--- src/rtl/cn_bank_rd_sched_if.sv ---
`default_nettype none
// ====================================================================
// cn_bank_rd_sched_if : request batch, bank read ports, result batch
// Rev 1.0
// ====================================================================
interface cn_bank_rd_sched_if #(
  parameter int PAGE_W = 5,
  parameter int Q      = 4
);
  logic                  in_valid;
  logic                  in_ready;
  logic [4*PAGE_W-1:0]   page_addr_in;
  logic [3:0]            bank_addr_in;
  logic                  bank0_rd_en;
  logic [PAGE_W-1:0]     bank0_page;
  logic [Q-1:0]          bank0_rdata;
  logic                  bank1_rd_en;
  logic [PAGE_W-1:0]     bank1_page;
  logic [Q-1:0]          bank1_rdata;
  logic                  out_valid;
  logic                  out_ready;
  logic [4*Q-1:0]        msg_out;

  modport master (
    output in_valid, page_addr_in, bank_addr_in, bank0_rdata, bank1_rdata, out_ready,
    input  in_ready, bank0_rd_en, bank0_page, bank1_rd_en, bank1_page, out_valid, msg_out
  );

  modport slave (
    input  in_valid, page_addr_in, bank_addr_in, bank0_rdata, bank1_rdata, out_ready,
    output in_ready, bank0_rd_en, bank0_page, bank1_rd_en, bank1_page, out_valid, msg_out
  );
endinterface
`default_nettype wire

--- src/rtl/cn_bank_rd_sched.sv ---
`default_nettype none
// ====================================================================
// cn_bank_rd_sched : issues a batch of four CN lookups to two LUT banks,
// serialising same-bank conflicts. Optional macro: SCHED_STAT_EN. Rev 1.0
// ====================================================================
module cn_bank_rd_sched #(
  parameter int PAGE_W = 5,
  parameter int Q      = 4,
  parameter int RD_LAT = 1,
  parameter int CNT_W  = 16
) (
  input  logic              sys_clk,
  input  logic              rstn,
  cn_bank_rd_sched_if.slave bus
`ifdef SCHED_STAT_EN
  ,
  output logic [CNT_W-1:0]  conflict_cnt
`endif
);

  typedef enum logic [1:0] {
    IDLE  = 2'd0,
    ISSUE = 2'd1,
    DRAIN = 2'd2,
    OUT   = 2'd3
  } state_t;

  state_t            state;
  state_t            state_nxt;

  logic [PAGE_W-1:0] page_q   [4];
  logic [3:0]        bank_q;
  logic [3:0]        pending;
  logic [3:0]        pending_nxt;
  logic              tag_v    [2][RD_LAT];
  logic [1:0]        tag_i    [2][RD_LAT];
  logic              grant_v  [2];
  logic [1:0]        grant_i  [2];
  logic [2:0]        pend_cnt [2];
  logic              crowded  [2];
  logic              tags_busy;
  logic              rd_en_q  [2];
  logic [PAGE_W-1:0] page_out [2];
  logic [Q-1:0]      rdata    [2];
  logic [4*Q-1:0]    msg_q;
  logic              out_valid_q;
  logic              accept;

  assign rdata[0]         = bus.bank0_rdata;
  assign rdata[1]         = bus.bank1_rdata;
  assign accept           = (state == IDLE) && bus.in_valid;

  assign bus.in_ready     = (state == IDLE);
  assign bus.bank0_rd_en  = rd_en_q[0];
  assign bus.bank0_page   = page_out[0];
  assign bus.bank1_rd_en  = rd_en_q[1];
  assign bus.bank1_page   = page_out[1];
  assign bus.out_valid    = out_valid_q;
  assign bus.msg_out      = msg_q;

  // Scan from D down to A so the lowest pending port on each bank wins.
  always_comb begin
    pending_nxt = pending;
    for (int b = 0; b < 2; b++) begin
      grant_v[b]  = 1'b0;
      grant_i[b]  = 2'd0;
      pend_cnt[b] = 3'd0;
      for (int p = 3; p >= 0; p--) begin
        if (pending[p] && (bank_q[p] == b[0])) begin
          grant_v[b]  = 1'b1;
          grant_i[b]  = 2'(p);
          pend_cnt[b] = pend_cnt[b] + 3'd1;
        end
      end
      crowded[b] = (pend_cnt[b] >= 3'd2);
      if ((state == ISSUE) && grant_v[b]) begin
        pending_nxt[grant_i[b]] = 1'b0;
      end
    end
  end

  always_comb begin
    tags_busy = 1'b0;
    for (int b = 0; b < 2; b++) begin
      for (int s = 0; s < RD_LAT; s++) begin
        tags_busy = tags_busy | tag_v[b][s];
      end
    end
  end

  always_ff @(posedge sys_clk) begin
    if (!rstn) begin
      state <= IDLE;
    end else begin
      state <= state_nxt;
    end
  end

  always_comb begin
    state_nxt = state;
    case (state)
      IDLE:    if (bus.in_valid)        state_nxt = ISSUE;
      ISSUE:   if (pending_nxt == 4'd0) state_nxt = DRAIN;
      DRAIN:   if (!tags_busy)          state_nxt = OUT;
      OUT:     if (bus.out_ready)       state_nxt = IDLE;
      default:                          state_nxt = IDLE;
    endcase
  end

  // Tag pipes track which port each in-flight read belongs to.
  always_ff @(posedge sys_clk) begin
    if (!rstn) begin
      bank_q      <= 4'd0;
      pending     <= 4'd0;
      msg_q       <= '0;
      out_valid_q <= 1'b0;
      for (int p = 0; p < 4; p++) begin
        page_q[p] <= '0;
      end
      for (int b = 0; b < 2; b++) begin
        rd_en_q[b]  <= 1'b0;
        page_out[b] <= '0;
        for (int s = 0; s < RD_LAT; s++) begin
          tag_v[b][s] <= 1'b0;
          tag_i[b][s] <= 2'd0;
        end
      end
    end else begin
      out_valid_q <= (state_nxt == OUT);
      if (accept) begin
        for (int p = 0; p < 4; p++) begin
          page_q[p] <= bus.page_addr_in[p*PAGE_W +: PAGE_W];
        end
        bank_q  <= bus.bank_addr_in;
        pending <= 4'b1111;
      end else begin
        pending <= pending_nxt;
      end
      for (int b = 0; b < 2; b++) begin
        rd_en_q[b] <= (state == ISSUE) && grant_v[b];
        if ((state == ISSUE) && grant_v[b]) begin
          page_out[b] <= page_q[grant_i[b]];
        end
        if (tag_v[b][RD_LAT-1]) begin
          msg_q[int'(tag_i[b][RD_LAT-1]) * Q +: Q] <= rdata[b];
        end
        tag_v[b][0] <= (state == ISSUE) && grant_v[b];
        tag_i[b][0] <= grant_i[b];
        for (int s = 1; s < RD_LAT; s++) begin
          tag_v[b][s] <= tag_v[b][s-1];
          tag_i[b][s] <= tag_i[b][s-1];
        end
      end
    end
  end

`ifdef SCHED_STAT_EN
  logic [CNT_W-1:0] cnt_q;

  always_ff @(posedge sys_clk) begin
    if (!rstn) begin
      cnt_q <= '0;
    end else if ((state == ISSUE) && (crowded[0] || crowded[1]) && (cnt_q != '1)) begin
      cnt_q <= cnt_q + CNT_W'(1);
    end
  end

  assign conflict_cnt = cnt_q;
`else
  logic unused_stat;
  assign unused_stat = crowded[0] | crowded[1] | (CNT_W > 0);
`endif

endmodule
`default_nettype wire

--- src/flat_wrapper.sv ---
// flat-port wrapper written by rule: the top's interface ports become plain ports
module cn_bank_rd_sched_flat 
#(
  parameter int PAGE_W = 5,
  parameter int Q      = 4,
  parameter int RD_LAT = 1,
  parameter int CNT_W  = 16
)
  (sys_clk, rstn, bus_in_valid, bus_page_addr_in, bus_bank_addr_in, bus_bank0_rdata, bus_bank1_rdata, bus_out_ready, bus_in_ready, bus_bank0_rd_en, bus_bank0_page, bus_bank1_rd_en, bus_bank1_page, bus_out_valid, bus_msg_out);
  cn_bank_rd_sched_if #(.PAGE_W(PAGE_W), .Q(Q)) bus_i ();
  input  logic sys_clk;
  input  logic rstn;
  input wire logic [$bits(bus_i.in_valid)-1:0] bus_in_valid;
  input wire logic [$bits(bus_i.page_addr_in)-1:0] bus_page_addr_in;
  input wire logic [$bits(bus_i.bank_addr_in)-1:0] bus_bank_addr_in;
  input wire logic [$bits(bus_i.bank0_rdata)-1:0] bus_bank0_rdata;
  input wire logic [$bits(bus_i.bank1_rdata)-1:0] bus_bank1_rdata;
  input wire logic [$bits(bus_i.out_ready)-1:0] bus_out_ready;
  output wire logic [$bits(bus_i.in_ready)-1:0] bus_in_ready;
  output wire logic [$bits(bus_i.bank0_rd_en)-1:0] bus_bank0_rd_en;
  output wire logic [$bits(bus_i.bank0_page)-1:0] bus_bank0_page;
  output wire logic [$bits(bus_i.bank1_rd_en)-1:0] bus_bank1_rd_en;
  output wire logic [$bits(bus_i.bank1_page)-1:0] bus_bank1_page;
  output wire logic [$bits(bus_i.out_valid)-1:0] bus_out_valid;
  output wire logic [$bits(bus_i.msg_out)-1:0] bus_msg_out;
  assign bus_i.in_valid = bus_in_valid;
  assign bus_i.page_addr_in = bus_page_addr_in;
  assign bus_i.bank_addr_in = bus_bank_addr_in;
  assign bus_i.bank0_rdata = bus_bank0_rdata;
  assign bus_i.bank1_rdata = bus_bank1_rdata;
  assign bus_i.out_ready = bus_out_ready;
  assign bus_in_ready = bus_i.in_ready;
  assign bus_bank0_rd_en = bus_i.bank0_rd_en;
  assign bus_bank0_page = bus_i.bank0_page;
  assign bus_bank1_rd_en = bus_i.bank1_rd_en;
  assign bus_bank1_page = bus_i.bank1_page;
  assign bus_out_valid = bus_i.out_valid;
  assign bus_msg_out = bus_i.msg_out;
  cn_bank_rd_sched #(.PAGE_W(PAGE_W), .Q(Q), .RD_LAT(RD_LAT), .CNT_W(CNT_W)) u_core (.sys_clk(sys_clk), .rstn(rstn), .bus(bus_i));
endmodule
--- config.mk ---
export PLATFORM = sky130hd
export DESIGN_NAME = cn_bank_rd_sched_flat
export DESIGN_NICKNAME = d
export VERILOG_FILES = /design/src/rtl/cn_bank_rd_sched_if.sv /design/src/rtl/cn_bank_rd_sched.sv /design/src/flat_wrapper.sv
export SDC_FILE = /design/constraint.sdc
export NUM_CORES = 1
export LEC_CHECK = 0
export BUFFER_PORTS_ARGS = -buffer_cell sky130_fd_sc_hd__buf_2
export CAP_MARGIN = 0
export CORE_ASPECT_RATIO = 0.6
export CORE_MARGIN = 2
export CORE_UTILIZATION = 30
export DETAILED_ROUTE_END_ITERATION = 16
export HOLD_SLACK_MARGIN = 0.06
export PLACE_DENSITY = 0.61
export SLEW_MARGIN = 15
export SYNTH_ARGS = -nofsm -noshare
export SYNTH_HDL_FRONTEND = slang
export SYNTH_SLANG_ARGS = --single-unit
--- constraint.sdc ---
create_clock -name sys_clk -period 1.8 [get_ports sys_clk]
set_clock_uncertainty 0.2 [all_clocks]
set_input_delay 0.36 -clock sys_clk [delete_from_list [all_inputs] [get_ports sys_clk]]
set_output_delay 0.36 -clock sys_clk [all_outputs]
set_load 0.01 [all_outputs]
======== Word-level counts from Yosys, hierarchy flattened ========
Memory sizes are Yosys's and may differ from the RTL's.
Cells that the tools add are included.
storage, ports and cells
  register bits ........................... 27
  latch bits .............................. 0
  bits in writable memories ............... 38
  bits in read-only memories .............. 0
  input port bits ......................... 36
  output and inout port bits .............. 30
  word-level logic and storage cells ...... 116
  memories ................................ 5
memory list
  name             depth  width  read ports  clocked after memory_dff  write ports  line                    text
  u_core.page_q    4      5      2           0                         4            cn_bank_rd_sched.sv:31  logic [PAGE_W-1:0] page_q [4];
  u_core.page_out  2      5      2           0                         2            cn_bank_rd_sched.sv:43  logic [PAGE_W-1:0] page_out [2];
  u_core.tag_i     2      2      2           0                         2            cn_bank_rd_sched.sv:36  logic [1:0] tag_i [2][RD_LAT];
  u_core.rd_en_q   2      1      2           0                         2            cn_bank_rd_sched.sv:42  logic rd_en_q [2];
  u_core.tag_v     2      1      2           0                         2            cn_bank_rd_sched.sv:35  logic tag_v [2][RD_LAT];
operators by class
  add/sub/neg operators ................... 2
  $mul .................................... 0
  divide/modulo/power cells ............... 0
  order comparisons ....................... 4
  equal/unequal tests ..................... 4
  shift operators ......................... 4
  mux-type cells .......................... 56
  bitwise logic cells ..................... 21
  reductions and logical operators ........ 15
operators with widths
  kind                     count
  $neg 4->33               2
  $shift 4x33->16 const A  2
  $shiftx 4x33->16         2
  $mux 16                  3
  $bwmux 16                2
  $mux 5                   6
  $mux 2                   14
  $mux 1                   25
  $logic_and 1x1->1        13
  $or 1x1->1               13
  $mux 4                   3
  $and 4x4->4              2
  $not 4->4                2
  $pmux 2 s4               1
  $eq 2x2->1 const B       3
  $lt 2x3->1 const B       2
  $demux 1 s2              2
  $ge 2x1->1 const B       2
  $logic_not 4->1          1
  $not 1->1                4
  $eq 2x1->1 const B       1
  $logic_not 2->1          1

======== Logic depth before layout (Yosys ltp) ========
Gate-level depths: netlist of run 1.
  word-level depth ........................ 19
  gate-level depth with buffers ........... 7
  depth with buffers taken out ............ 7

======== Worst setup path before layout of run 1 ========
Ideal clock, no wire load.
  path type ............................... flip-flop to flip-flop
  start point ............................. register u_core.bank_q[2]
  end point ............................... memory u_core.page_out[1][0], in the netlist u_core.page_out[0][5], data pin
  arrival time ............................ 1.364 ns
  path slack .............................. -0.018 ns
  stages on the path, launching flop included .. 6
  buffers on the path ..................... 0
  period minus slack after synthesis ...... 1.818 ns
  cell sequence ........................... dfxtp_1 -> and2_4 -> o21ai_2 -> nand2_4 -> mux4_2 -> and2_1
RTL lines
  element                   line                     text
  start: declaration        cn_bank_rd_sched.sv:32   logic [3:0] bank_q;
  start signal: assignment  cn_bank_rd_sched.sv:134  bank_q <= bus.bank_addr_in;
  end: declaration          cn_bank_rd_sched.sv:43

==> results of run 1 <==
[flip-flops by register name, indices dropped and copies added (netlist names)]
register and flops:
u_core.bank_q 4, u_core.bus.msg_out 16, u_core.bus.out_valid 1, u_core.page_out 10, u_core.page_q 20, u_core.pending 4, u_core.rd_en_q 2, u_core.state 2
u_core.tag_i 4
[per-layer routing]
metal / track usage, % / wire [µm] / vias up
li1: - / - / 1278
met1: 26.11 / 4685 / 1272
met2: 22.99 / 3523 / 101
met3: 4.212 / 572 / 15
met4: 4.271 / 88 / 0
met5: 0 / 0 / -
[power groups by stage]
stage | Combinational [W] | Clock (W) | Sequential [W]
after floorplan | 0.000427 | 0 | 0.00175
after global placement | 0.000766 | 0 | 0.00176
after detailed placement | 0.000781 | 0 | 0.00176
after CTS | 0.000823 | 0.00182 | 0.00173
after global routing | 0.000931 | 0.00189 | 0.00175
final | 0.000850 | 0.00179 | 0.00174
[placed cells by master, fill, tap and decap left out, types with 5 or more instances in the layout]
cell and count:
a21oi_1 9, a22oi_1 21, and2_1 17, and2_4 6, and3_1 23, buf_2 65
buf_4 34, clkbuf_16 9, dfxtp_1 24, dfxtp_2 6, edfxtp_1 30, ha_1 9
inv_1 11, mux2i_1 6, mux4_2 5, nand2_1 23, nor2_1 18, o21ai_0 6
o22ai_1 12
[worst min-delay path, stage by stage]
cell	delay [ns]
buf_2	0.10
nand2_1	0.05
a21oi_1	0.05
[how the worst max path moves through the flow]
stage                            end  slack, ns  depth (start not counted)                from
3_5_place_dp   u_core.bus.msg_out[0]      -0.08                          6  u_core.tag_i[0][0]
2_1_floorplan  u_core.page_out[0][0]       0.01                          5   u_core.pending[1]
6_report       u_core.page_out[0][8]      -0.03                          5    u_core.bank_q[2]
3_3_place_gp   u_core.bus.msg_out[0]      -0.02                          6  u_core.tag_i[0][0]
5_1_grt        u_core.page_out[0][7]      -0.09                          5    u_core.bank_q[2]
4_1_cts        u_core.page_out[0][8]      -0.03                          5    u_core.bank_q[2]
[area by class of cell]
class / count / share of cell area (%)
repair buffers: 101 / 14.46
multi-input cells: 203 / 36.53
inverters: 13 / 1.137
clock inverters: 5 / 1.691
well taps: 135 / 3.936
clock buffers: 11 / 5.423
flip-flops and latches: 63 / 36.82
[metrics by stage]
step,instances,power [W],worst slack (ns)
detailed placement,512,0.002540,-0.07590
floorplan,288,0.002177,0.01235
CTS,531,0.004374,-0.03251
global placement,512,0.002527,-0.02291
global route,531,0.004571,-0.08902
finish,531,0.004384,-0.02904
[Yosys cell counts, types with 6 or more instances]
cell type and n:
o21ai_0 7, nand2_1 25, a22oi_1 22, edfxtp_1 30, clkbuf_1 7, nor2_1 18, inv_1 13, ha_1 10
mux2i_1 6, dfxtp_1 33, and2_1 22, and3_1 23, a21oi_1 9, o22ai_1 13
[kinds of logic (layout without fill, tap and decap cells)]
group	after synthesis	count (layout)	share of synthesized area (%)
adders and majority gates	10	10	4.040
AOI/OAI and AO/OA	71	71	16.81
and+or+nand+nor	110	110	19.92
muxes	11	11	5.576
buffers and inverters	22	130	2.950
xor gates and xnor gates	1	1	0.2829
DFF	63	63	50.42
[timing repair]
item | CTS | global route
endpoints found under the setup margin | 11 | 32
setup buffers | 3 | 0
pin swaps | 6 | 8
resized for setup | 11 | 25
==> qor.yml, run 1 <==
r2r_slack_ns: -0.03
cpLargestDelayFamily: "multiplexers"
synth_top_cells_by_area: "edfxtp_1, dfxtp_1, a22oi_1"
synth_area_leader_cell: "edfxtp_1"
synthToLayoutAreaGrowth_pct: 38.59
avgRoutedWirePerCell_um: 16.70
ant_nets: 0
ys.flop_type: "dfxtp_1"
drc: 0
critPathLaunchType: "flop"
max_stage_delay_ns: 0.52
core_um2: 9950
min_path_cells: 3
seq_area_frac_synth_pct: 50.42
arrival_ns: 1.71
start_util_pct: 31.12
fin_crit_sh_pct: 101.6
p_leak_nw: 1.878
path_common_cell: "and2_4"
regArea_um2: 1580
ctsHoldBuffers: 0
worstMarginPinSlew_ns: 0.4998
synth_edf_count: 30
finalSetupViolCount: 5
vias: 2666
drive_gt1_share_pct: 40.91
fin_area_um2: 4292
comb_power_share_pct: 19.4
final_core_util_pct: 43.13
drv_cap: 0
synth_nets: 334
synth-async-reset-ratio_pct: 0
fmax_mhz: 546.7
num-nets-final: 437
fillCellCount: 976
end_kind: "flop"
violations: "setup timing"
path_buf_inv: 0
globalplace.congestion: 0.8990
cts_max_path_buffers: 2
antennaDiodeCount: 0
grt_use_total_pct: 16.89
dp.final_hpwl_mm: 6.686
synth_top_area_share_pct: 29.09
grt_pass1_wl_mm: 14.12
crit_slowest_cell: "mux4_2"
placed_area_um2: 3844
multi_input_area_um2: 1568
status: "complete, but fails checks"
netlist_area_um2: 3097
portBuffers: 65
yosysUniqueCellTypes: 43
slew_headroom_pct: 66.64
cp_cell_sequence: "and2_4 > o21ai_4 > nand2_4 > mux4_2 > and2_4"
fp.dieH_um: 82.70
timing.hold.ws_ns: 0.07320
fin_ws_ns: -0.02904
drv_slew: 0
cts_buffers: 9
io_pins: 66
drtPass1Iterations: 5
crit_type: "reg -> reg"
cts-root-buf: "clkbuf_16"
r2r-end: "u_core.page_out[0][8]"
power.density_nw_per_um2: 1021
r2r_start: "u_core.bank_q[2]"
period_needed_ns: 1.829
hold_path.startpoint: "bus_bank_addr_in[0]"
h-tree-depth: 3
yosys_warnings: 0
setup_tns_ns: -0.1140
wl_mm: 8.870
cp_max_fo: 6
hold_path_end: "u_core.bank_q[0]"
clk_latency_ns: 0.33
switching_share_pct: 25.94
die_x_um: 135.2
p_int_w: 0.003247
ir_worst_vdd_v: 0.0005919
synthCells: 288
grt_pass1_vias: 2603
ys_ff_latch: 63
rsz0062_at_grt: "true"
finalHoldViolations: 0
clockPowerShare_pct: 40.9
required_ns: 1.69
synth.avg_cell_area_um2: 10.75
clkTransAtPathRegs_ns: 0.05
row_count: 28
power.net_switching_w: 0.001137
pwr-share-seq_pct: 39.7
cts_tree: "built"
antenna_found_initial: 0
grt-ovfl-total: 0
grt_max_degree: 27
first_iter_violations: 202
r2r.worst_path.cells: 5
die_area_um2: 11180
cts.sinks: 63
hold_class: "in -> reg"
via_per_inst: 5.021
Power figures use the tool's default switching activity.
==> inputs of run 2 (changes only) <==
- PLACE_DENSITY: 0.61 -> 0.59
- clock period: 1.8 -> 2.2 ns (I/O delays scaled with it)
==> run 2 against run 1 <==
The flow now finishes without violations. Sequential share of layout area rose by 3.6 points. First-iteration DRC count fell by 13%. Final cell count fell by 5.6%. Count of clock-buffer cells in the layout fell by 2. Global-route usage fell by 1.8 points. Die area did not move. Non-clock buffer count fell by 30.
==> qor.yml, run 2 (synthesis gave the netlist of run 1 again) <==
h-tree-depth: 3  # unchanged
portBuffers: 65  # unchanged
drc: 0  # unchanged
drtPass1Iterations: 5  # unchanged
antennaDiodeCount: 0  # unchanged
die_area_um2: 11180  # unchanged
status: "complete, no violations"  # was complete, but fails checks
fin_ws_ns: 0.08773  # was -0.02904 ns
globalplace.congestion: 0.9517  # was 0.8990
final_cells: 501  # was 531
clkTransAtPathRegs_ns: 0.05  # about the same
cts_resized: 0  # was 11
fin_crit_sh_pct: 96.01  # was 101.6%
arrival_ns: 1.99  # was 1.71 ns
fin_area_um2: 3859  # was 4292 µm²
via_per_inst: 4.996  # was 5.021
slew_headroom_pct: 52.27  # was 66.64%
start_util_pct: 31.12  # unchanged
r2r.worst_path.cells: 4  # was 5
fp.dieH_um: 82.70  # unchanged
finalSetupViolCount: 0  # was 5
pre_cts_slack_ns: 0.1224  # was -0.07590 ns
end_kind: "flop"  # unchanged
fillCellCount: 987  # was 976
grt-ovfl-total: 0  # unchanged
cts_tree: "built"  # unchanged
largest_register_ffs: 20  # unchanged
power.density_nw_per_um2: 830.8  # was 1021 nW/µm²
required_ns: 2.08  # was 1.69 ns
die_x_um: 135.2  # unchanged
dp.final_hpwl_mm: 6.030  # was 6.686 mm
cts_buffers: 9  # unchanged
min_path_cells: 3  # unchanged
antenna_found_initial: 0  # unchanged
grt_pass1_vias: 2300  # was 2603
critPathLaunchType: "flop"  # unchanged
grt_use_total_pct: 15.08  # was 16.89%
drive_gt1_share_pct: 28.42  # was 40.91%
io_pins: 66  # unchanged
synthToLayoutAreaGrowth_pct: 24.61  # was 38.59%
cp_max_fo: 8  # was 6
grt_max_degree: 29  # was 27
cts.sinks: 63  # unchanged
cts_max_path_buffers: 2  # unchanged
ctsHoldBuffers: 0  # unchanged
ant_nets: 0  # unchanged
multi_input_area_um2: 1444  # was 1568 µm²
row_count: 28  # unchanged
crit_type: "reg -> reg"  # unchanged
grt_pass1_wl_mm: 12.42  # was 14.12 mm
core_um2: 9950  # unchanged
num-nets-final: 407  # was 437
wl_mm: 8.010  # was 8.870 mm
dp_cells: 485  # was 512
vias: 2503  # was 2666
avgRoutedWirePerCell_um: 15.99  # was 16.70 µm
cts-root-buf: "clkbuf_16"  # unchanged
hold_class: "in -> reg"  # unchanged
cts_setup_buffers: 0  # was 3
clk_latency_ns: 0.33  # about the same
first_iter_violations: 175  # was 202
final_common_cell: "buf_2"  # unchanged
regArea_um2: 1562  # was 1580 µm²
placed_area_um2: 3593  # was 3844 µm²
worstMarginPinSlew_ns: 0.7085  # was 0.4998 ns
finalHoldViolations: 0  # unchanged
fmax_mhz: 473.4  # was 546.7 MHz
final_cell_mix: "buf_2, dfxtp_1, edfxtp_1"  # was buf_2, buf_4, edfxtp_1
rsz0062_at_grt: "false"  # was true
drv_slew: 0  # unchanged
drv_cap: 0  # unchanged
period_needed_ns: 2.112  # was 1.829 ns
ir_worst_vdd_v: 0.0004360  # was 0.0005919 V
p_leak_nw: 1.655  # was 1.878 nW
regMostFlops: "u_core.page_q"  # unchanged
setup_tns_ns: 0  # was -0.1140 ns
## run 2: cell type report
cell class	count	share of cell area, %
multi-input combinational	203	37.42
clock buffer	9	5.837
timing repair buffer	71	9.598
tap	135	4.377
sequential	63	40.47
inverter	13	1.265
clock inverter	7	1.038
## run 2: routing by layer
metal	GRT usage [%]	share of wire, %	vias up
li1	-	-	1221
met3	5.006	8.9	8
met5	0	0	-
met4	5.104	1.2	0
met2	19.85	39	108
met1	22.60	51	1166
## run 2: final timing paths
check                      startpoint                    end  slack, ns
setup / recovery    u_core.pending[0]  u_core.page_out[0][9]       0.09
hold / removal    bus_bank_addr_in[3]       u_core.bank_q[3]       0.16
setup reg to reg    u_core.pending[0]  u_core.page_out[0][9]       0.09
hold reg to reg      u_core.bank_q[2]       u_core.bank_q[2]       0.34
## run 2: stage by stage
stage / total power, W / hold slack, ns / utilization [%]
final: 0.003206 / 0.1637 / 38.78
after global routing: 0.003361 / 0.1668 / 38.78
after CTS: 0.003236 / 0.1530 / 38.78
after detailed placement: 0.001971 / 0.3113 / 36.12
after global placement: 0.001966 / 0.3106 / 36.12
after floorplan: 0.001771 / 0.2565 / -
## run 2: where the power goes
part | switching, W | internal (W) | leakage, nW | total, W
Clock | 0.000503 | 0.000748 | 0.122 | 0.00125
Sequential | 0.0000831 | 0.00134 | 0.589 | 0.00143
Combinational | 0.000308 | 0.000220 | 0.943 | 0.000528
## run 2: worst max-delay path, stage by stage (launching register included)
cell     delay (ns)
dfxtp_1        0.39
a22o_1         0.31
a21oi_2        0.35
mux4_2         0.43
and2_1         0.18
==> inputs of run 3 (changes only) <==
- SETUP_SLACK_MARGIN: unset -> 0.1
==> run 3 against run 2 <==
Die area unchanged. Flip-flop and latch count is the same. Non-clock buffer count unchanged. Sequential power about the same. Largest cell class unchanged.
==> qor.yml, run 3 (synthesis gave the netlist of run 1 again) <==
regMostFlops: "u_core.page_q"  # unchanged
grt_pass1_vias: 2302  # was 2300
die_x_um: 135.2  # unchanged
h-tree-depth: 3  # unchanged
hold_path.startpoint: "bus_bank_addr_in[3]"  # unchanged
num-nets-final: 407  # unchanged
regArea_um2: 1565  # was 1562 µm²
arrival_ns: 1.89  # was 1.99 ns
row_count: 28  # unchanged
r2r_slack_ns: 0.18  # was 0.09 ns
grt_max_degree: 29  # unchanged
antenna_found_initial: 0  # unchanged
die_area_um2: 11180  # unchanged
globalplace.congestion: 0.9517  # unchanged
pre_cts_slack_ns: 0.1224  # unchanged
comb_power_share_pct: 16.7  # was 16.5%
finalSetupViolCount: 0  # unchanged
wl_mm: 8.002  # was 8.010 mm
crit_slowest_cell: "dfxtp_1"  # was mux4_2
drv_slew: 0  # unchanged
drive_gt1_share_pct: 29.23  # was 28.42%
io_pins: 66  # unchanged
p_leak_nw: 1.662  # was 1.655 nW
dp.final_hpwl_mm: 6.030  # unchanged
hold_path_end: "u_core.bank_q[3]"  # unchanged
cp_max_fo: 8  # unchanged
pwr-share-seq_pct: 44.5  # about the same
max_stage_delay_ns: 0.39  # was 0.43 ns
min_path_cells: 3  # unchanged
timing.hold.ws_ns: 0.1640  # was 0.1637 ns
power.net_switching_w: 0.0008945  # was 0.0008944 W
p_int_w: 0.002317  # was 0.002311 W
required_ns: 2.07  # was 2.08 ns
ir_worst_vdd_v: 0.0004352  # was 0.0004360 V
portBuffers: 65  # unchanged
fmax_mhz: 496.2  # was 473.4 MHz
cts_tree: "built"  # unchanged
switching_share_pct: 27.86  # was 27.90%
cts-root-buf: "clkbuf_16"  # unchanged
antennaDiodeCount: 0  # unchanged
cp_cell_sequence: "a22o_1 > a21oi_4 > mux4_2 > and2_1"  # was a22o_1 > a21oi_2 > mux4_2 > and2_1
end_kind: "flop"  # unchanged
critPathLaunchType: "flop"  # unchanged
worstMarginPinSlew_ns: 0.4684  # was 0.7085 ns
vias: 2498  # was 2503
final_cell_mix: "buf_2, dfxtp_1, edfxtp_1"  # unchanged
crit_type: "reg -> reg"  # unchanged
fin_ws_ns: 0.1846  # was 0.08773 ns
multi_input_area_um2: 1460  # was 1444 µm²
period_needed_ns: 2.015  # was 2.112 ns
hold_class: "in -> reg"  # unchanged
r2r-end: "u_core.page_out[0][5]"  # was u_core.page_out[0][9]
fillCellCount: 988  # was 987
r2r.worst_path.cells: 4  # unchanged
drc: 0  # unchanged
rsz0062_at_grt: "false"  # unchanged
largest_register_ffs: 20  # unchanged
cts_max_path_buffers: 2  # unchanged
ant_nets: 0  # unchanged
drv_cap: 0  # unchanged
avgRoutedWirePerCell_um: 15.97  # was 15.99 µm
finalHoldViolations: 0  # unchanged
clk_latency_ns: 0.33  # about the same
cts_buffers: 9  # unchanged
grt_use_total_pct: 15.10  # was 15.08%
dp_cells: 485  # unchanged
start_util_pct: 31.12  # unchanged
r2r_start: "u_core.pending[0]"  # unchanged
power.density_nw_per_um2: 827.9  # was 830.8 nW/µm²
first_iter_violations: 168  # was 175
final_cells: 501  # unchanged
core_um2: 9950  # unchanged
fp.dieH_um: 82.70  # unchanged
synthToLayoutAreaGrowth_pct: 25.25  # was 24.61%
drtPass1Iterations: 4  # was 5
grt_pass1_wl_mm: 12.42  # unchanged
status: "complete, no violations"  # unchanged
fin_crit_sh_pct: 91.61  # was 96.01%
cts.sinks: 63  # unchanged
setup_tns_ns: 0  # unchanged
clockPowerShare_pct: 38.9  # was 39.0%
grt-ovfl-total: 0  # unchanged
final_common_cell: "buf_2"  # unchanged
clkTransAtPathRegs_ns: 0.05  # about the same
via_per_inst: 4.986  # was 4.996
slew_headroom_pct: 68.56  # was 52.27%
==> run 3: cell types whose count changed in the layout (fill, tap and decap cells not counted) <==
| cell | previous run | this run |
|---|---|---|
| nor4b_2 | 1 | 0 |
| a21oi_2 | 2 | 1 |
| o21ai_1 | 1 | 3 |
| a21oi_4 | 0 | 1 |
| o21ai_0 | 7 | 5 |
| dfxtp_2 | 0 | 3 |
| dfxtp_1 | 33 | 30 |
| nor4b_4 | 0 | 1 |
==> run 3: how the worst max path moves through the flow <==
stage	startpoint	end	slack (ns)	cells after the start
floorplan	u_core.bank_q[2]	u_core.page_out[0][5]	0.38	5
global placement	u_core.pending[0]	u_core.page_out[0][9]	0.11	4
detailed placement	u_core.pending[0]	u_core.page_out[0][9]	0.12	4
CTS	u_core.pending[0]	u_core.page_out[0][5]	0.17	3
global route	u_core.pending[0]	u_core.page_out[0][6]	0.12	4
finish	u_core.pending[0]	u_core.page_out[0][5]	0.18	4
==> run 3: through the flow <==
| stage | total power, W | utilization (%) | cell area (µm²) |
|---|---|---|---|
| floorplan | 0.001771 | - | 3097 |
| global placement | 0.001966 | 36.12 | 3593 |
| detailed placement | 0.001971 | 36.12 | 3593 |
| CTS | 0.003238 | 38.86 | 3866 |
| global route | 0.003371 | 38.98 | 3879 |
| finish | 0.003211 | 38.98 | 3879 |
==> run 3: repair_timing <==
| item | in CTS | in global routing |
|---|---|---|
| endpoints found under the setup margin | 1 | 17 |
| setup buffers | 0 | 0 |
| gates resized for setup | 1 | 6 |
| hold buffers | 0 | 0 |
==> run 3: worst max-delay path: cells and delay by family (launching register included) <==
family / cells / cell delay (ns)
compound gates: 2 / 0.60
flops: 1 / 0.39
mux: 1 / 0.39
simple gates: 1 / 0.19
==> run 3: area by class of cell <==
type	count	share of cell area (%)
Clock buffer	9	5.806
Tap cell	135	4.355
Clock inverter	7	1.032
Sequential cell	63	40.35
Multi-Input combinational cell	203	37.65
Inverter	13	1.258
Timing Repair Buffer	71	9.548
==> run 3: power groups by stage <==
stage / Clock, W / Sequential (W) / Combinational (W)
floorplan: 0 / 0.00143 / 0.000341
global placement: 0 / 0.00144 / 0.000522
detailed placement: 0 / 0.00145 / 0.000524
CTS: 0.00128 / 0.00142 / 0.000529
global route: 0.00134 / 0.00144 / 0.000589
finish: 0.00125 / 0.00143 / 0.000535
==> run 3: metal layers <==
metal  wire length [µm]  vias to the layer above  global-route usage (%)
met5                  0                        -                       0
met4                103                        0                   5.104
met1               4138                     1182                   22.60
li1                   -                     1220                       -
met2               3138                       87                   19.90
met3                621                        9                   5.006
